[src/rtl/serial_defs_pkg.sv]
// serial_defs: definitions shared by the serial receive and transmit paths.
//   - rx_state_e : receive-deframer FSM state encodings
//   - CLK_FREQ_DEF / BAUD_DEF : default system clock and line rate
//   - DATA_BITS, FRAME_BITS_PAR, FRAME_BITS_NOPAR : frame-length constants
package serial_defs;

  localparam int unsigned CLK_FREQ_DEF     = 50_000_000;
  localparam int unsigned BAUD_DEF         = 115_200;
  localparam int unsigned DATA_BITS        = 8;
  localparam int unsigned FRAME_BITS_PAR   = 11;  // start + 8 data + parity + stop
  localparam int unsigned FRAME_BITS_NOPAR = 10;  // start + 8 data + stop

  typedef enum logic [2:0] {
    ST_IDLE      = 3'd0,
    ST_START     = 3'd1,
    ST_DATA      = 3'd2,
    ST_PARITY    = 3'd3,
    ST_STOP      = 3'd4,
    ST_WAIT_IDLE = 3'd5
  } rx_state_e;

endpackage

[src/rtl/serial_line_sync.sv]
// serial_line_sync: 2-flop synchroniser for an asynchronous serial line plus
// a third flop for falling-edge detection. All flops reset to 1 (idle line).
// Ports:
//   clk       in  system clock
//   rst       in  asynchronous active-low reset
//   rx_i      in  asynchronous serial line
//   rx_sync_o out synchronised line level
//   rx_fall_o out one-cycle pulse on a synchronised 1->0 transition
module serial_line_sync (
  input  logic clk,
  input  logic rst,
  input  logic rx_i,
  output logic rx_sync_o,
  output logic rx_fall_o
);

  // [0],[1] synchroniser stages, [2] previous synchronised value
  logic [2:0] sync_q;

  always_ff @(posedge clk or negedge rst) begin
    if (!rst) sync_q <= 3'b111;
    else      sync_q <= {sync_q[1:0], rx_i};
  end

  assign rx_sync_o = sync_q[1];
  assign rx_fall_o = sync_q[2] & ~sync_q[1];

endmodule

[src/rtl/serial_rx_deframer.sv]
// serial_rx_deframer: RS232 receive deframer. Detects a start bit on the
// oversampled line, samples 8 data bits LSB-first, an optional even-parity
// bit and one stop bit at mid-bit, and presents the byte with its status
// through a one-entry valid/ready output register.
// Build option: define SERIAL_RX_PARITY_EN for an 11-bit frame with even
// parity; otherwise a 10-bit frame is received and parity_err is tied to 0.
// Ports:
//   clk        in  system clock
//   rst        in  asynchronous active-low reset
//   rx         in  asynchronous serial input, idles high
//   data       out received byte, stable while data_valid
//   data_valid out byte available, held until accepted
//   data_ready in  consumer accept (data_valid && data_ready on a rising edge)
//   parity_err out received parity differs from even parity of data
//   frame_err  out stop bit sampled 0
//   overrun    out one-cycle pulse when a completed byte is dropped
//
// state        | meaning
// ST_IDLE      | waiting for a synchronised falling edge
// ST_START     | timing to mid start bit, rejecting glitches
// ST_DATA      | sampling data bits 0..7
// ST_PARITY    | sampling the parity bit (parity builds only)
// ST_STOP      | sampling the stop bit; frame completes here
// ST_WAIT_IDLE | stop bit was 0, waiting for the line to return high
module serial_rx_deframer
  import serial_defs::*;
#(
  parameter int unsigned CLK_FREQ  = CLK_FREQ_DEF,
  parameter int unsigned BAUD      = BAUD_DEF,
  parameter int unsigned BIT_TICKS = CLK_FREQ / BAUD
) (
  input  logic       clk,
  input  logic       rst,
  input  logic       rx,
  output logic [7:0] data,
  output logic       data_valid,
  input  logic       data_ready,
  output logic       parity_err,
  output logic       frame_err,
  output logic       overrun
);

  localparam int unsigned CW = $clog2(BIT_TICKS);
  localparam logic [CW-1:0] BIT_LAST  = CW'(BIT_TICKS - 1);
  localparam logic [CW-1:0] HALF_LAST = CW'(BIT_TICKS / 2 - 1);
  localparam logic [2:0]    IDX_LAST  = 3'(DATA_BITS - 1);

  logic rx_sync, rx_fall;

  serial_line_sync u_sync (
    .clk       (clk),
    .rst       (rst),
    .rx_i      (rx),
    .rx_sync_o (rx_sync),
    .rx_fall_o (rx_fall)
  );

  rx_state_e     state_q, state_d;
  logic [CW-1:0] tick_q, tick_d;
  logic [2:0]    idx_q, idx_d;
  logic [7:0]    shift_q, shift_d;
  logic          done, ferr_now;
`ifdef SERIAL_RX_PARITY_EN
  logic          perr_q, perr_d;
`endif

  always_ff @(posedge clk or negedge rst) begin
    if (!rst) begin
      state_q <= ST_IDLE;
      tick_q  <= '0;
      idx_q   <= '0;
      shift_q <= '0;
`ifdef SERIAL_RX_PARITY_EN
      perr_q  <= 1'b0;
`endif
    end else begin
      state_q <= state_d;
      tick_q  <= tick_d;
      idx_q   <= idx_d;
      shift_q <= shift_d;
`ifdef SERIAL_RX_PARITY_EN
      perr_q  <= perr_d;
`endif
    end
  end

  always_comb begin
    state_d  = state_q;
    tick_d   = tick_q + CW'(1);
    idx_d    = idx_q;
    shift_d  = shift_q;
    done     = 1'b0;
    ferr_now = 1'b0;
`ifdef SERIAL_RX_PARITY_EN
    perr_d   = perr_q;
`endif
    case (state_q)
      ST_IDLE: begin
        tick_d = '0;
        if (rx_fall) state_d = ST_START;
      end
      ST_START: begin
        if (tick_q == HALF_LAST) begin
          tick_d = '0;
          if (rx_sync) begin
            state_d = ST_IDLE;
          end else begin
            idx_d   = '0;
`ifdef SERIAL_RX_PARITY_EN
            perr_d  = 1'b0;
`endif
            state_d = ST_DATA;
          end
        end
      end
      ST_DATA: begin
        if (tick_q == BIT_LAST) begin
          tick_d         = '0;
          shift_d[idx_q] = rx_sync;
          if (idx_q == IDX_LAST) begin
`ifdef SERIAL_RX_PARITY_EN
            state_d = ST_PARITY;
`else
            state_d = ST_STOP;
`endif
          end else begin
            idx_d = idx_q + 3'd1;
          end
        end
      end
`ifdef SERIAL_RX_PARITY_EN
      ST_PARITY: begin
        if (tick_q == BIT_LAST) begin
          tick_d  = '0;
          perr_d  = ^{shift_q, rx_sync};
          state_d = ST_STOP;
        end
      end
`endif
      ST_STOP: begin
        if (tick_q == BIT_LAST) begin
          tick_d = '0;
          done   = 1'b1;
          if (rx_sync) begin
            state_d = ST_IDLE;
          end else begin
            ferr_now = 1'b1;
            state_d  = ST_WAIT_IDLE;
          end
        end
      end
      ST_WAIT_IDLE: begin
        // A held-low line (break) must not restart a frame until it idles.
        tick_d = '0;
        if (rx_sync) state_d = ST_IDLE;
      end
      default: begin
        tick_d  = '0;
        state_d = ST_IDLE;
      end
    endcase
  end

  logic [7:0] data_q;
  logic       valid_q, perr_out_q, ferr_out_q, overrun_q;

  always_ff @(posedge clk or negedge rst) begin
    if (!rst) begin
      data_q     <= '0;
      valid_q    <= 1'b0;
      perr_out_q <= 1'b0;
      ferr_out_q <= 1'b0;
      overrun_q  <= 1'b0;
    end else begin
      overrun_q <= 1'b0;
      if (done) begin
        // Accept in the same cycle frees the slot for the new byte.
        if (!valid_q || data_ready) begin
          data_q     <= shift_q;
          valid_q    <= 1'b1;
          ferr_out_q <= ferr_now;
`ifdef SERIAL_RX_PARITY_EN
          perr_out_q <= perr_q;
`else
          perr_out_q <= 1'b0;
`endif
        end else begin
          overrun_q <= 1'b1;
        end
      end else if (valid_q && data_ready) begin
        valid_q <= 1'b0;
      end
    end
  end

  assign data       = data_q;
  assign data_valid = valid_q;
  assign parity_err = perr_out_q;
  assign frame_err  = ferr_out_q;
  assign overrun    = overrun_q;

endmodule

[config.mk]
export PLATFORM = sky130hd
export DESIGN_NAME = serial_rx_deframer
export DESIGN_NICKNAME = d
export VERILOG_FILES = /design/src/rtl/serial_defs_pkg.sv /design/src/rtl/serial_line_sync.sv /design/src/rtl/serial_rx_deframer.sv
export SDC_FILE = /design/constraint.sdc
export NUM_CORES = 1
export LEC_CHECK = 0
export ABC_AREA = 1
export BUFFER_PORTS_ARGS = -buffer_cell sky130_fd_sc_hd__buf_2
export CAP_MARGIN = 10
export CORE_AREA = 2 2 64 66
export DETAILED_ROUTE_END_ITERATION = 10
export DIE_AREA = 0 0 66 68
export PLACE_DENSITY = 0.73
export SKIP_LAST_GASP = 1
export SLEW_MARGIN = 10
export SYNTH_ARGS = -nofsm -noshare
export SYNTH_HDL_FRONTEND = slang
export SYNTH_SLANG_ARGS = --single-unit
[constraint.sdc]
create_clock -name clk -period 2.6 [get_ports clk]
set_input_delay 0.39 -clock clk [delete_from_list [all_inputs] [get_ports clk]]
set_output_delay 0.39 -clock clk [all_outputs]
set_load 0.005 [all_outputs]
==> out/results.tsv <==
stage	metric	value	unit
detailed_routing	route.vias.total	1459	
min_path	hold_path_class	in -> async	
synth	synth-seq-cells	37	
sta	fin_crit_sh	0.635	
synth	yosysSeqAreaShare	0.495	
synth	async_reset_ff_frac	1.00	
worst_setup_path	crit_type	reg -> reg	
global_routing	grt_pass1_vias	1353	
sta	setup_tns	0	ns
die	initial_core_util	0.487	
die	ioPinCount	16	
cells_and_area	area_growth	11.9	%
synth	syn_inst	224	
status	status	finished, final reports clean	
clocking	cts.sinks	37	
sta	relSlewSlack	0.474	
worst_setup_path	cp_slowest_cell	dfrtp_1	
global_routing	grt-ovfl-total	0	
sta	min_period	1.65	ns
clocking	cts_setup_buffers	0	
sta	worstMarginPinSlew	0.789	ns
worst_setup_path	crit_family	simple AND/OR/NAND/NOR gates	
power_and_ir_drop	ir_worst_vdd	0.428	mV
synth	syn_nets	233	
global_routing	grt_busiest_layer	met2	
synth	synth_cell_type_count	29	
detailed_routing	wl_per_cell	11.3	µm
worst_setup_path	crit_top_cell	nand2_1	
sta	fmax	606	MHz
cells_and_area	final_cell_mix	nand2_1, dfrtp_1, nand3_1	
detailed_routing	wl	3280	µm
global_routing	track_usage	0.171	
worst_setup_path	path_buf_inv	1	
die	core-area	0.00386	mm²
run	drv_cap	0	
sta	finalMaxSlewViolations	0	
synth	syn_area	0.00188	mm²
cells_and_area	mostFrequentLayoutCell	nand2_1	
power_and_ir_drop	cellLeakagePower	1.14	nW
detailed_routing	drt_first_pass_iters	4	
cells_and_area	final_area	0.00210	mm²
clocking	path_clk_slew	0.07	ns
worst_setup_path	setup.worst_path.start_class	register	
global_routing	use_met3	0.0493	
die	rows	23	
placed_design	port_buffers	14	
clocking	tritoncts	yes	
die	die_area	0.00449	mm²
worst_setup_path	required	2.78	ns
worst_setup_path	critPathMaxStageDelay	0.55	ns
sta	rsz0062_at_grt	false	
clocking	cts-buffers-inserted	5	
clocking	cts.repair.resized	0	
clocking	clock-root-buffer	clkbuf_8	
global_routing	grt_max_degree	38	
clocking	cts_max_path_buffers	2	
cells_and_area	n_antenna_cell	0	
sta	hold_viol	0	
synth	ys.warnings.count	0	
sta	whs	0.180	ns
worst_setup_path	rrSetupSlack	0.95	ns
worst_setup_path	worstPathMaxFanout	12	
placed_design	dpl.hpwl	2330	µm
worst_setup_path	arrival	1.83	ns
placed_design	placed_cell_area	0.00197	mm²
detailed_routing	drc_errors	0	
cells_and_area	drive_gt1_frac	0.158	
global_routing	globalRouteMet1Util	0.209	
clocking	cts_max_level	2	
synth	synth_area_per_cell	8.38	µm²
placed_design	place.gp.congestion	0.755	
cells_and_area	fin_nets	248	
detailed_routing	dr.first_iter.drc_count	112	
sta	finClkSkew	0.0111	ns
sta	final-setup-viol-count	0	
detailed_routing	drtAntennaViolNets	0	
worst_setup_path	cp-end-kind	register	
worst_setup_path	crit_path_cell_trace	ha_1, ha_1, inv_1, nand3_1, nand2_1, nor2_1, nand3_1, nand2_1, nand2_1	
synth	synth_edf_count	0	
power_and_ir_drop	power_density	799	mW/mm²
global_routing	antenna_found_initial	0	
detailed_routing	via_per_inst	5.03	
global_routing	use_met2	0.292	
die	dieWidth	66	µm
die	die_h	68	µm
synth	synth_ff_type	dfrtp_1	
global_routing	grt_pass1_wl	5780	µm
clocking	cts_hold_buf	0	
clocking	worstSkewPairLatency	0.29	ns
## area by class of cell
cell class	count	area, µm²
Fill cell	357	1750
Sequential cell	37	930
Multi-Input combinational cell	158	820
Inverter	23	86.3
Timing Repair Buffer	14	70.1
Clock buffer	5	68.8
Clock inverter	3	65.1
Tap cell	50	62.6
## through the flow
step                      std cells  utilization  setup slack, ns  total power, mW
after floorplan                 224            -             1.17             1.01
after global placement          282        0.510             1.03             1.09
after detailed placement        282        0.510            0.996             1.11
after CTS                       290        0.545            0.965             1.69
after global routing            290        0.545            0.773             1.79
final                           290        0.545            0.950             1.68
## report_power, final
| group | internal (mW) | switching, mW | leakage, nW |
|---|---|---|---|
| clock network | 0.381 | 0.204 | 0.0681 |
| logic | 0.115 | 0.296 | 0.571 |
| registers | 0.624 | 0.0594 | 0.502 |
## Yosys cell counts (all sizes together) (2+ instances only)
master,instances,share of area
dfrtp,34,0.45
xor2,3,0.014
nand4,14,0.047
buf,5,0.021
nor3,5,0.016
xnor2,2,0.0093
dfstp,3,0.042
ha,5,0.033
nand3,24,0.064
nand2,71,0.16
o21ai,3,0.010
inv,23,0.046
nor2,27,0.077
## layer usage
layer	wire [µm]	part of all wire
met1	1560	0.48
met2	1580	0.48
met3	99	0.030
met4	38	0.012
met5	0	0
## state kept, by name, indices dropped and copies added (netlist names)
signal	cells
shift_q	8
data_valid	1
data	8
frame_err	1
state_q	3
tick_q	9
idx_q	3
overrun	1
u_sync.sync_q	3
## worst paths after layout
check,from,endpoint,cells past startpoint
min in group clk,rx,u_sync.sync_q[0],1
max in group asynchronous,rst,data[7],1
min reg2reg,u_sync.sync_q[0],u_sync.sync_q[1],0
max reg2reg,idx_q[0],state_q[0],9
max,idx_q[0],state_q[0],9
min,rst,tick_q[5],1
## cells by family after synthesis
family,count (synthesis),share of synthesized area
and+or+nand+nor,142,0.362
other,1,0.00200
adders and majority gates,5,0.0333
buffers and inverters,29,0.0686
AOI/OAI and AO/OA,5,0.0160
xor gates and xnor gates,5,0.0233
DFF,37,0.495
Power figures use the tool's default switching activity.
